[src/rtl/rsa16_ahb_pkg.sv]
// Shared constants for the rsa16 AHB-Lite controller: register map,
// CTRL/STATUS bit positions, controller state encoding and HTRANS codes.
package rsa16_ahb_pkg;

    // Register byte offsets
    localparam logic [7:0] OFS_BASE   = 8'h00;
    localparam logic [7:0] OFS_EXP    = 8'h04;
    localparam logic [7:0] OFS_N      = 8'h08;
    localparam logic [7:0] OFS_CTRL   = 8'h0C;
    localparam logic [7:0] OFS_STATUS = 8'h10;
    localparam logic [7:0] OFS_RESULT = 8'h14;

    // CTRL bits
    localparam int CTRL_START  = 0;
    localparam int CTRL_IRQ_EN = 1;

    // STATUS bits
    localparam int STAT_BUSY = 0;
    localparam int STAT_DONE = 1;
    localparam int STAT_ERR  = 2;

    typedef enum logic [1:0] {
        ST_IDLE  = 2'd0,
        ST_START = 2'd1,
        ST_WAIT  = 2'd2
    } state_e;

    // AHB HTRANS codes; bit 1 set marks a real transfer
    localparam logic [1:0] HTRANS_IDLE   = 2'b00;
    localparam logic [1:0] HTRANS_BUSY   = 2'b01;
    localparam logic [1:0] HTRANS_NONSEQ = 2'b10;
    localparam logic [1:0] HTRANS_SEQ    = 2'b11;

endpackage

[src/rtl/rsa16_ahb_if.sv]
// AHB-Lite slave-side bus bundle for the rsa16 controller.
interface rsa16_ahb_if #(
    parameter int ADDR_W = 8
);
    logic              hsel;
    logic [ADDR_W-1:0] haddr;
    logic [1:0]        htrans;
    logic              hwrite;
    logic [31:0]       hwdata;
    logic              hready;
    logic [31:0]       hrdata;
    logic              hreadyout;
    logic              hresp;

    modport master (
        output hsel, haddr, htrans, hwrite, hwdata, hready,
        input  hrdata, hreadyout, hresp
    );

    modport slave (
        input  hsel, haddr, htrans, hwrite, hwdata, hready,
        output hrdata, hreadyout, hresp
    );
endinterface

[src/rtl/rsa16_ahb_regs.sv]
// AHB-Lite register front end: address-phase capture, write decode for the
// operand/control registers, W1C/start strobes and the read-data mux.
module rsa16_ahb_regs
    import rsa16_ahb_pkg::*;
#(
    parameter int ADDR_W = 8
) (
    input  logic        i_clk,
    input  logic        i_rstn,
    rsa16_ahb_if.slave  ahb,
    input  logic        i_busy,
    input  logic        i_done,
    input  logic        i_err,
    input  logic [15:0] i_result,
    output logic [15:0] o_base,
    output logic [15:0] o_exp,
    output logic [15:0] o_n,
    output logic        o_irq_en,
    output logic        o_start_req,
    output logic        o_done_clr,
    output logic        o_err_clr
);

    logic              dph_valid_q, dph_valid_d;
    logic              dph_write_q, dph_write_d;
    logic [ADDR_W-1:0] dph_addr_q,  dph_addr_d;
    logic [15:0]       base_q, base_d;
    logic [15:0]       exp_q,  exp_d;
    logic [15:0]       n_q,    n_d;
    logic              irq_en_q, irq_en_d;

    logic wr_en, rd_en;
    logic hit_base, hit_exp, hit_n, hit_ctrl, hit_status, hit_result;
    logic unused_bits;

    assign ahb.hreadyout = 1'b1;
    assign ahb.hresp     = 1'b0;
    assign unused_bits   = ^{ahb.hwdata[31:16], ahb.htrans[0]};

    assign wr_en = dph_valid_q &  dph_write_q;
    assign rd_en = dph_valid_q & ~dph_write_q;

    assign hit_base   = (dph_addr_q == ADDR_W'(OFS_BASE));
    assign hit_exp    = (dph_addr_q == ADDR_W'(OFS_EXP));
    assign hit_n      = (dph_addr_q == ADDR_W'(OFS_N));
    assign hit_ctrl   = (dph_addr_q == ADDR_W'(OFS_CTRL));
    assign hit_status = (dph_addr_q == ADDR_W'(OFS_STATUS));
    assign hit_result = (dph_addr_q == ADDR_W'(OFS_RESULT));

    // Capture the address phase only when the bus advances
    always_comb begin
        dph_valid_d = dph_valid_q;
        dph_write_d = dph_write_q;
        dph_addr_d  = dph_addr_q;
        if (ahb.hready) begin
            dph_valid_d = ahb.hsel & ahb.htrans[1];
            dph_write_d = ahb.hwrite;
            dph_addr_d  = ahb.haddr;
        end
    end

    // Register writes; operands are frozen while the core is running
    always_comb begin
        base_d   = base_q;
        exp_d    = exp_q;
        n_d      = n_q;
        irq_en_d = irq_en_q;
        if (wr_en) begin
            if (!i_busy) begin
                if (hit_base) base_d = ahb.hwdata[15:0];
                if (hit_exp)  exp_d  = ahb.hwdata[15:0];
                if (hit_n)    n_d    = ahb.hwdata[15:0];
            end
            if (hit_ctrl) irq_en_d = ahb.hwdata[CTRL_IRQ_EN];
        end
    end

    // State update for bus capture and software-visible registers
    always_ff @(posedge i_clk or negedge i_rstn) begin
        if (!i_rstn) begin
            dph_valid_q <= 1'b0;
            dph_write_q <= 1'b0;
            dph_addr_q  <= '0;
            base_q      <= '0;
            exp_q       <= '0;
            n_q         <= '0;
            irq_en_q    <= 1'b0;
        end else begin
            dph_valid_q <= dph_valid_d;
            dph_write_q <= dph_write_d;
            dph_addr_q  <= dph_addr_d;
            base_q      <= base_d;
            exp_q       <= exp_d;
            n_q         <= n_d;
            irq_en_q    <= irq_en_d;
        end
    end

    assign o_start_req = wr_en & hit_ctrl   & ahb.hwdata[CTRL_START];
    assign o_done_clr  = wr_en & hit_status & ahb.hwdata[STAT_DONE];
    assign o_err_clr   = wr_en & hit_status & ahb.hwdata[STAT_ERR];
    assign o_base      = base_q;
    assign o_exp       = exp_q;
    assign o_n         = n_q;
    assign o_irq_en    = irq_en_q;

    // Read mux from the registered data-phase address
    always_comb begin
        ahb.hrdata = 32'h0;
        if (rd_en) begin
            if (hit_base)   ahb.hrdata[15:0] = base_q;
            if (hit_exp)    ahb.hrdata[15:0] = exp_q;
            if (hit_n)      ahb.hrdata[15:0] = n_q;
            if (hit_ctrl)   ahb.hrdata[CTRL_IRQ_EN] = irq_en_q;
            if (hit_status) begin
                ahb.hrdata[STAT_BUSY] = i_busy;
                ahb.hrdata[STAT_DONE] = i_done;
                ahb.hrdata[STAT_ERR]  = i_err;
            end
            if (hit_result) ahb.hrdata[15:0] = i_result;
        end
    end

endmodule

[src/rtl/rsa16_ahb_ctrl.sv]
// rsa16 modular-exponentiation controller: AHB-Lite register slave plus the
// start/wait sequencer with a completion watchdog and a level interrupt.
//
//   state    | meaning
//   ---------+-----------------------------------------------------------
//   ST_IDLE  | no operation in flight; a START write launches the core
//   ST_START | o_core_start high for this one cycle, watchdog reloaded
//   ST_WAIT  | waiting for i_core_end or watchdog expiry
//
// The watchdog window is TIMEOUT cycles counted from the start-pulse cycle:
// without an end pulse, ERR/DONE become visible TIMEOUT cycles after it.
module rsa16_ahb_ctrl
    import rsa16_ahb_pkg::*;
#(
    parameter int          ADDR_W  = 8,
    parameter int unsigned TIMEOUT = 1024
) (
    input  logic        i_clk,
    input  logic        i_rstn,
    rsa16_ahb_if.slave  ahb,
    output logic        o_core_start,
    output logic [15:0] o_core_base,
    output logic [15:0] o_core_exp,
    output logic [15:0] o_core_N,
    input  logic [15:0] i_core_result,
    input  logic        i_core_end,
    output logic        o_irq
);

    localparam bit WD_ON = (TIMEOUT != 0);
    localparam int WD_W  = (TIMEOUT > 1) ? $clog2(TIMEOUT) : 1;
    localparam logic [WD_W-1:0] WD_LOAD = (TIMEOUT > 0) ? WD_W'(TIMEOUT - 1) : '0;

    state_e          state_q, state_d;
    logic            done_q, done_d;
    logic            err_q, err_d;
    logic [15:0]     result_q, result_d;
    logic [WD_W-1:0] wdog_q, wdog_d;

    logic        busy, irq_en, start_req, done_clr, err_clr, wd_expire;
    logic [15:0] op_n;

    assign busy      = (state_q != ST_IDLE);
    assign wd_expire = WD_ON && (wdog_q <= WD_W'(1));

    rsa16_ahb_regs #(.ADDR_W(ADDR_W)) u_regs (
        .i_clk       (i_clk),
        .i_rstn      (i_rstn),
        .ahb         (ahb),
        .i_busy      (busy),
        .i_done      (done_q),
        .i_err       (err_q),
        .i_result    (result_q),
        .o_base      (o_core_base),
        .o_exp       (o_core_exp),
        .o_n         (op_n),
        .o_irq_en    (irq_en),
        .o_start_req (start_req),
        .o_done_clr  (done_clr),
        .o_err_clr   (err_clr)
    );

    assign o_core_N = op_n;

    // State register
    always_ff @(posedge i_clk or negedge i_rstn) begin
        if (!i_rstn) state_q <= ST_IDLE;
        else         state_q <= state_d;
    end

    // Next-state logic
    always_comb begin
        state_d = state_q;
        case (state_q)
            ST_IDLE:  if (start_req && (op_n != 16'h0)) state_d = ST_START;
            ST_START: state_d = ST_WAIT;
            ST_WAIT:  if (i_core_end || wd_expire) state_d = ST_IDLE;
            default:  state_d = ST_IDLE;
        endcase
    end

    // Outputs, status flags, result capture and watchdog; flag sets beat W1C
    always_comb begin
        o_core_start = (state_q == ST_START);
        done_d       = done_q;
        err_d        = err_q;
        result_d     = result_q;
        wdog_d       = wdog_q;
        if (done_clr) done_d = 1'b0;
        if (err_clr)  err_d  = 1'b0;
        case (state_q)
            ST_IDLE: begin
                if (start_req) begin
                    if (op_n == 16'h0) begin
                        err_d  = 1'b1;
                        done_d = 1'b1;
                    end else begin
                        err_d  = 1'b0;
                        done_d = 1'b0;
                    end
                end
            end
            ST_START: wdog_d = WD_LOAD;
            ST_WAIT: begin
                if (i_core_end) begin
                    result_d = i_core_result;
                    done_d   = 1'b1;
                end else if (wd_expire) begin
                    err_d  = 1'b1;
                    done_d = 1'b1;
                end else begin
                    wdog_d = wdog_q - WD_W'(1);
                end
            end
            default: ;
        endcase
    end

    // Flag, result and watchdog registers
    always_ff @(posedge i_clk or negedge i_rstn) begin
        if (!i_rstn) begin
            done_q   <= 1'b0;
            err_q    <= 1'b0;
            result_q <= '0;
            wdog_q   <= '0;
        end else begin
            done_q   <= done_d;
            err_q    <= err_d;
            result_q <= result_d;
            wdog_q   <= wdog_d;
        end
    end

    assign o_irq = irq_en & done_q;

endmodule

[src/flat_wrapper.sv]
// flat-port wrapper written by rule: the top's interface ports become plain ports
module rsa16_ahb_ctrl_flat import rsa16_ahb_pkg::*;
#(
    parameter int          ADDR_W  = 8,
    parameter int unsigned TIMEOUT = 1024
)
  (i_clk, i_rstn, o_core_start, o_core_base, o_core_exp, o_core_N, i_core_result, i_core_end, o_irq, ahb_hsel, ahb_haddr, ahb_htrans, ahb_hwrite, ahb_hwdata, ahb_hready, ahb_hrdata, ahb_hreadyout, ahb_hresp);
  rsa16_ahb_if #(.ADDR_W(ADDR_W)) ahb_i ();
  input  logic i_clk;
  input  logic i_rstn;
  output logic o_core_start;
  output logic [15:0] o_core_base;
  output logic [15:0] o_core_exp;
  output logic [15:0] o_core_N;
  input  logic [15:0] i_core_result;
  input  logic i_core_end;
  output logic o_irq;
  input wire logic [$bits(ahb_i.hsel)-1:0] ahb_hsel;
  input wire logic [$bits(ahb_i.haddr)-1:0] ahb_haddr;
  input wire logic [$bits(ahb_i.htrans)-1:0] ahb_htrans;
  input wire logic [$bits(ahb_i.hwrite)-1:0] ahb_hwrite;
  input wire logic [$bits(ahb_i.hwdata)-1:0] ahb_hwdata;
  input wire logic [$bits(ahb_i.hready)-1:0] ahb_hready;
  output wire logic [$bits(ahb_i.hrdata)-1:0] ahb_hrdata;
  output wire logic [$bits(ahb_i.hreadyout)-1:0] ahb_hreadyout;
  output wire logic [$bits(ahb_i.hresp)-1:0] ahb_hresp;
  assign ahb_i.hsel = ahb_hsel;
  assign ahb_i.haddr = ahb_haddr;
  assign ahb_i.htrans = ahb_htrans;
  assign ahb_i.hwrite = ahb_hwrite;
  assign ahb_i.hwdata = ahb_hwdata;
  assign ahb_i.hready = ahb_hready;
  assign ahb_hrdata = ahb_i.hrdata;
  assign ahb_hreadyout = ahb_i.hreadyout;
  assign ahb_hresp = ahb_i.hresp;
  rsa16_ahb_ctrl #(.ADDR_W(ADDR_W), .TIMEOUT(TIMEOUT)) u_core (.i_clk(i_clk), .i_rstn(i_rstn), .ahb(ahb_i), .o_core_start(o_core_start), .o_core_base(o_core_base), .o_core_exp(o_core_exp), .o_core_N(o_core_N), .i_core_result(i_core_result), .i_core_end(i_core_end), .o_irq(o_irq));
endmodule
[config.mk]
export PLATFORM = sky130hd
export DESIGN_NAME = rsa16_ahb_ctrl_flat
export DESIGN_NICKNAME = d
export VERILOG_FILES = /design/src/rtl/rsa16_ahb_pkg.sv /design/src/rtl/rsa16_ahb_if.sv /design/src/rtl/rsa16_ahb_regs.sv /design/src/rtl/rsa16_ahb_ctrl.sv /design/src/flat_wrapper.sv
export SDC_FILE = /design/constraint.sdc
export NUM_CORES = 1
export LEC_CHECK = 0
export CORE_ASPECT_RATIO = 1.75
export CORE_UTILIZATION = 47
export DETAILED_ROUTE_END_ITERATION = 8
export PLACE_DENSITY = 0.81
export SYNTH_ARGS = -nofsm -noshare
export SYNTH_HDL_FRONTEND = slang
export SYNTH_SLANG_ARGS = --single-unit
[constraint.sdc]
create_clock -name i_clk -period 2.2 [get_ports i_clk]
set_clock_uncertainty 0.05 [all_clocks]
set_input_delay 0.33 -clock i_clk [delete_from_list [all_inputs] [get_ports i_clk]]
set_output_delay 0.33 -clock i_clk [all_outputs]
set_load 0.02 [all_outputs]
**Word level (Yosys, flattened, before mapping)**

Cells that the tools add are included.
Widths: inputs -> output; s select.

- Logic and storage cells: 75
- Input bits: 64
- Flip-flop bits (word level): 89

- Bitwise operators: 11
- Eq/ne operators: 11
- $add $sub $neg: 1
- Order comparisons: 1
- Reductions and logical operators: 15
- Muxes and demuxes: 24

Operator list:

| cell | count |
|---|---|
| $mux 16 | 5 |
| $mux 10 | 2 |
| $pmux 10 s2 | 1 |
| $eq 8x4->1 const B | 2 |
| $eq 8x5->1 const B | 2 |
| $logic_not 16->1 | 1 |
| $reduce_bool 16->1 | 1 |
| $reduce_and 3->1 | 4 |
| $le 10x1->1 const B | 1 |
| $mux 1 | 10 |
| $sub 10x1->10 const B | 1 |
| $and 1x1->1 | 9 |
| $eq 8x3->1 const B | 1 |
| $logic_not 8->1 | 1 |
| $pmux 2 s3 | 1 |
| $reduce_and 2->1 | 3 |
| $mux 2 | 2 |
| $ne 2x1->1 const B | 2 |
| $ne 2x2->1 const B | 2 |
| $pmux 1 s2 | 2 |
| $reduce_bool 2->1 | 2 |
| $mux 3 | 1 |
| $eq 2x1->1 const B | 1 |
| $eq 2x2->1 const B | 1 |
| 4 further kinds | 5 |

**Depth between registers and ports, before layout**

Gate-level depths: netlist of run 1.

- Depth after elaboration: 8
- Mapped depth: 7
- Gate-level depth less buffers: 6

**Modules after synthesis**

Synthesis of run 1 repeated with hierarchy kept, for this count alone.

- Cells, all modules: 391
- Area, all modules: 4699.5 um^2

By module, submodules not included:

| module | area an instance (um^2) | seq. area each (um^2) | times used | cells each |
|---|---|---|---|---|
| rsa16_ahb_regs | 3091.7 | 1476.4 | 1 | 248 |
| rsa16_ahb_ctrl | 1607.8 | 750.7 | 1 | 143 |

**Worst setup path before layout of run 1**

OpenSTA, ideal clock, no wires.

- Path kind: flip-flop to output port
- From: register u_core.u_regs.dph_addr_q[2]
- To: output ahb_hrdata[14]
- Setup slack: -619 ps
- Data arrival time: 2439 ps
- Stages on the path, launching flop included: 6
- Cells stage by stage: dfrtp_1 > clkbuf_1 > or3_1 > nor4b_2 > a32oi_1 > a2111oi_0

- Cells in the longest elaborated chain, start to end: 6

Ends and longest elaborated chain:

| what | line | source |
|---|---|---|
| start: declaration | rsa16_ahb_regs.sv:26 | `logic [ADDR_W-1:0] dph_addr_q, dph_addr_d;` |
| start signal: assignment | rsa16_ahb_regs.sv:91 | `dph_addr_q <= dph_addr_d;` |
| $logic_not 8->1 | rsa16_ahb_regs.sv:43 | `assign hit_base = (dph_addr_q == ADDR_W'(OFS_BASE));` |
| $mux 16 | rsa16_ahb_regs.sv:111 | `if (hit_base) ahb.hrdata[15:0] = base_q;` |
| $mux 16 | rsa16_ahb_regs.sv:112 | `if (hit_exp) ahb.hrdata[15:0] = exp_q;` |
| $mux 16 | rsa16_ahb_regs.sv:113 | `if (hit_n) ahb.hrdata[15:0] = n_q;` |
| $mux 16 (*) | rsa16_ahb_regs.sv:120 | `if (hit_result) ahb.hrdata[15:0] = i_result;` |
| $mux 16 (*) | rsa16_ahb_regs.sv:110 | `if (rd_en) begin` |
| end: declaration | flat_wrapper.sv:24 | `output wire logic [$bits(ahb_i.hrdata)-1:0] ahb_hrdata;` |

Mark *: on every way between the ends. The rest lies on a longest branch, timed or not.

**Worst setup path in the final report of run 1**

- From: register u_core.u_regs.dph_addr_q[1]
- To: output ahb_hrdata[14]

Same word-level chain as after synthesis.

==> flow_metrics.env, run 1 <==
export IMPL_outcome="finished, violations left"
export IMPL_violations="negative setup slack"
export IMPL_yosys_area_share_simple_pct=10.8
export IMPL_crit_required_ns=1.82
export IMPL_synthXorXnorAreaFrac_pct=0.191
export IMPL_drv_cap=0
export IMPL_std_cell_rows=47
export IMPL_dieArea_um2=10200
export IMPL_first_pass_iters=4
export IMPL_grt_pass1_wl_um=21900
export IMPL_cts_sinks=89
export IMPL_syn_area_per_cell_um2=11.7
export IMPL_syn_area_um2=4580
export IMPL_drtIter0Drc=230
export IMPL_dpl_cell_count=652
export IMPL_routed_via_density=5.75
export IMPL_synth_top_family_by_area="multiplexers"
export IMPL_syn_to_final_growth_pct=46.7
export IMPL_synth_flop_cell="dfrtp_1"
export IMPL_grt_pass1_vias=4147
export IMPL_fin_cells=679
export IMPL_clk_path_buf_depth=2
export IMPL_final_nets=618
export IMPL_die_width_um=76.7
export IMPL_layout_min_cycle_time_ns=2.54
export IMPL_clk_pin_slew_ns=0.07
export IMPL_hold_viol=0
export IMPL_final_cell_mix="clkdlybuf4s50_1, dfrtp_1, mux2_2, buf_4, o21ai_0"
export IMPL_crit_type="flip-flop to output port"
export IMPL_yosysSeqAreaShare_pct=48.6
export IMPL_slew_viol_final=0
export IMPL_synth_compound_area_share_pct=14.0
export IMPL_finalSetupViolCount=16
export IMPL_synth_mux_area_share_pct=19.7
export IMPL_async_reset_ff_share_pct=100
export IMPL_ant_nets=0
export IMPL_h_tree_depth=3
export IMPL_cts_tree="built"
export IMPL_fin_crit_sh_pct=115
export IMPL_num_antenna_cells=0
export IMPL_yosysWarnings=0
export IMPL_relSlewSlack_pct=58.0
export IMPL_layout_setup_ws_ns=-0.336
export IMPL_grt_max_degree=37
export IMPL_cts_root_buf="clkbuf_16"
export IMPL_arrival_ns=2.16
export IMPL_final_layout_size_suffix_gt1_share_pct=37.9
export IMPL_synth_cells=392
export IMPL_gp_congestion=0.900
export IMPL_wl_um=14200
export IMPL_place_ws_ns=-0.436
export IMPL_die_h_um=133
export IMPL_synth_distinct_cells=60
export IMPL_core_um2=9470
export IMPL_overflow=0
export IMPL_fmax_mhz=394
export IMPL_ios=148
export IMPL_grt_setup_unrepaired="true"
export IMPL_worst_pin_slew_ns=0.622
export IMPL_worstSetupStartpointType="flip-flop"
export IMPL_layout_commonest_cell="clkdlybuf4s50_1"
export IMPL_endpoint_kind="output port"
export IMPL_pwr_density_cell_nw_per_um2=609
export IMPL_insertion_delay_ns=0.34
export IMPL_synth_seq_cells=89
export IMPL_drc=0
export IMPL_track_usage_pct=28.6
export IMPL_synthAdderAreaFrac_pct=0.546
export IMPL_via_count=3902
export IMPL_antenna_found_initial=0
export IMPL_p_leak_nw=2.87
export IMPL_post_dp_hpwl_um=10300
export IMPL_wl_per_cell_um=21.0
export IMPL_cts_buffers=9
export IMPL_synth_edf_count=0
export IMPL_start_util_pct=48.4
export IMPL_io_buffers=112
export IMPL_critPathMaxFanout=3
export IMPL_holdCritPathClass="input port to async pin"
export IMPL_peakVddDrop_uv=463
[timing repair]
action / in CTS / in global routing
gates cloned: 1 / 1
hold buffers: 1 / 0
endpoints found under the setup margin: 16 / 17
buffers inserted: 2 / 6
resized for setup: 102 / 23
endpoints found under the hold margin: 31 / 0
pin swaps: 18 / 16
[critical path, cell delays in order (launching register included)]
cell and delay [ns]:
dfrtp_1 0.42, or3_4 0.40, nor4b_4 0.26, buf_4 0.16
a32oi_2 0.07, a2111oi_4 0.31, buf_4 0.19
[registers in the layout, indices dropped and copies added, names as in the netlist]
| signal | flops |
|---|---|
| u_core.err_q | 1 |
| u_core.u_regs.o_irq_en | 1 |
| u_core.u_regs.o_exp | 16 |
| u_core.u_regs.dph_valid_q | 1 |
| u_core.u_regs.dph_addr_q | 8 |
| u_core.done_q | 1 |
| u_core.u_regs.o_n | 16 |
| u_core.result_q | 16 |
| u_core.u_regs.o_base | 16 |
| u_core.u_regs.dph_write_q | 1 |
| u_core.state_q | 2 |
| u_core.wdog_q | 10 |
[where the power goes]
part | total (mW) | internal, mW | switching, mW
clock | 1.61 | 0.905 | 0.704
combinational | 0.656 | 0.338 | 0.318
sequential | 1.83 | 1.73 | 0.0996
total | 4.10 | 2.98 | 1.12
[routing by layer]
metal	vias up	routed length (um)	track usage [%]
li1	1752	-	-
met1	1952	5010	30.2
met2	156	7750	51.7
met3	42	658	4.90
met4	0	816	18.6
met5	-	0	0
[Yosys cell counts, drive strengths merged, types with 2 or more instances]
cell type  count  area share [%]
mux2          73              19
mux2i          2            0.44
nor4b          2            0.52
nand2b         2            0.27
clkbuf        16             1.3
nand4          7            0.96
nand2         12            0.98
nor3b          2            0.33
or3            4            0.55
nand3          7            0.87
and2           5            0.68
o211ai         3            0.49
o311ai         2            0.38
nor2b          4            0.55
conb           2            0.16
dfrtp         89              49
nor4bb         2            0.44
o21ai         23             2.5
nand3b         2            0.33
o21bai         2            0.33
o2bb2ai        3            0.57
ha             2            0.55
a21oi         15             1.6
o31ai          2            0.33
o22ai          2            0.27
or4            2            0.33
o2111a         2            0.49
a32o          12             2.6
nor3           8             1.2
inv           11            0.90
a2bb2oi        3            0.57
nor4           7             1.3
buf           23             3.8
nor2          12            0.98
a22oi         12             2.0
[final timing paths]
kind	from	to	slack (ns)	cells after the start
worst max-delay path	u_core.u_regs.dph_addr_q[1]	ahb_hrdata[14]	-0.34	6
worst min register to register	u_core.result_q[9]	u_core.result_q[9]	0.46	1
worst min-delay path	i_rstn	u_core.u_regs.o_exp[1]	0.43	2
worst max register to register	u_core.u_regs.dph_addr_q[5]	u_core.u_regs.o_n[14]	0.10	6
min in group i_clk	u_core.result_q[9]	u_core.result_q[9]	0.46	1
max in group asynchronous	i_rstn	u_core.u_regs.dph_addr_q[5]	0.98	3
[cell families (layout without fill, tap and decap cells)]
group	after synthesis	after routing
XOR/XNOR	1	1
AND/OR/NAND/NOR	81	81
flip-flops	89	89
AO/OA/AOI/OAI	91	91
buffers and inverters	50	199
multiplexers	76	76
other	2	18
adder cells (fa/ha/maj)	2	2
[stage by stage]
stage / setup TNS (ns) / hold slack, ns / cell area, um^2 / util (%) / power, mW
3_3_place_gp: -5.47 / 0.255 / 6190 / 65.3 / 2.45
5_1_grt: -5.48 / 0.471 / 6730 / 71.0 / 4.22
6_report: -4.31 / 0.432 / 6730 / 71.0 / 4.10
3_5_place_dp: -6.00 / 0.265 / 6190 / 65.3 / 2.47
2_1_floorplan: -0.00574 / -0.0156 / 4720 / - / 2.14
4_1_cts: -3.84 / 0.446 / 6560 / 69.3 / 4.09
[cell type report]
class                      instances  area, um^2
multi-input combinational        269        2340
fill                             661        2740
clock inverter                     7        83.8
tap                              122         153
timing repair buffer             172        1660
sequential                        89        2230
clock buffer                       9         225
inverter                          11        41.3
Power figures use the tool's default switching activity.
==> run 2: changes to the inputs <==
--- a/config.mk
+++ b/config.mk
@@ -9,6 +9,7 @@
 export CORE_UTILIZATION = 47
 export DETAILED_ROUTE_END_ITERATION = 8
 export PLACE_DENSITY = 0.81
+export SLEW_MARGIN = 5
 export SYNTH_ARGS = -nofsm -noshare
 export SYNTH_HDL_FRONTEND = slang
 export SYNTH_SLANG_ARGS = --single-unit
==> results of run 2 <==
The final DEF is identical to that of run 1; final timing and power are the same.
==> run 3: changes to the inputs <==
--- a/config.mk
+++ b/config.mk
@@ -5,6 +5,7 @@
 export SDC_FILE = /design/constraint.sdc
 export NUM_CORES = 1
 export LEC_CHECK = 0
+export ABC_CLOCK_PERIOD_IN_PS = 2200
 export CORE_ASPECT_RATIO = 1.75
 export CORE_UTILIZATION = 47
 export DETAILED_ROUTE_END_ITERATION = 8
==> results of run 3 <==
The final DEF is identical to that of run 1; final timing and power are the same.
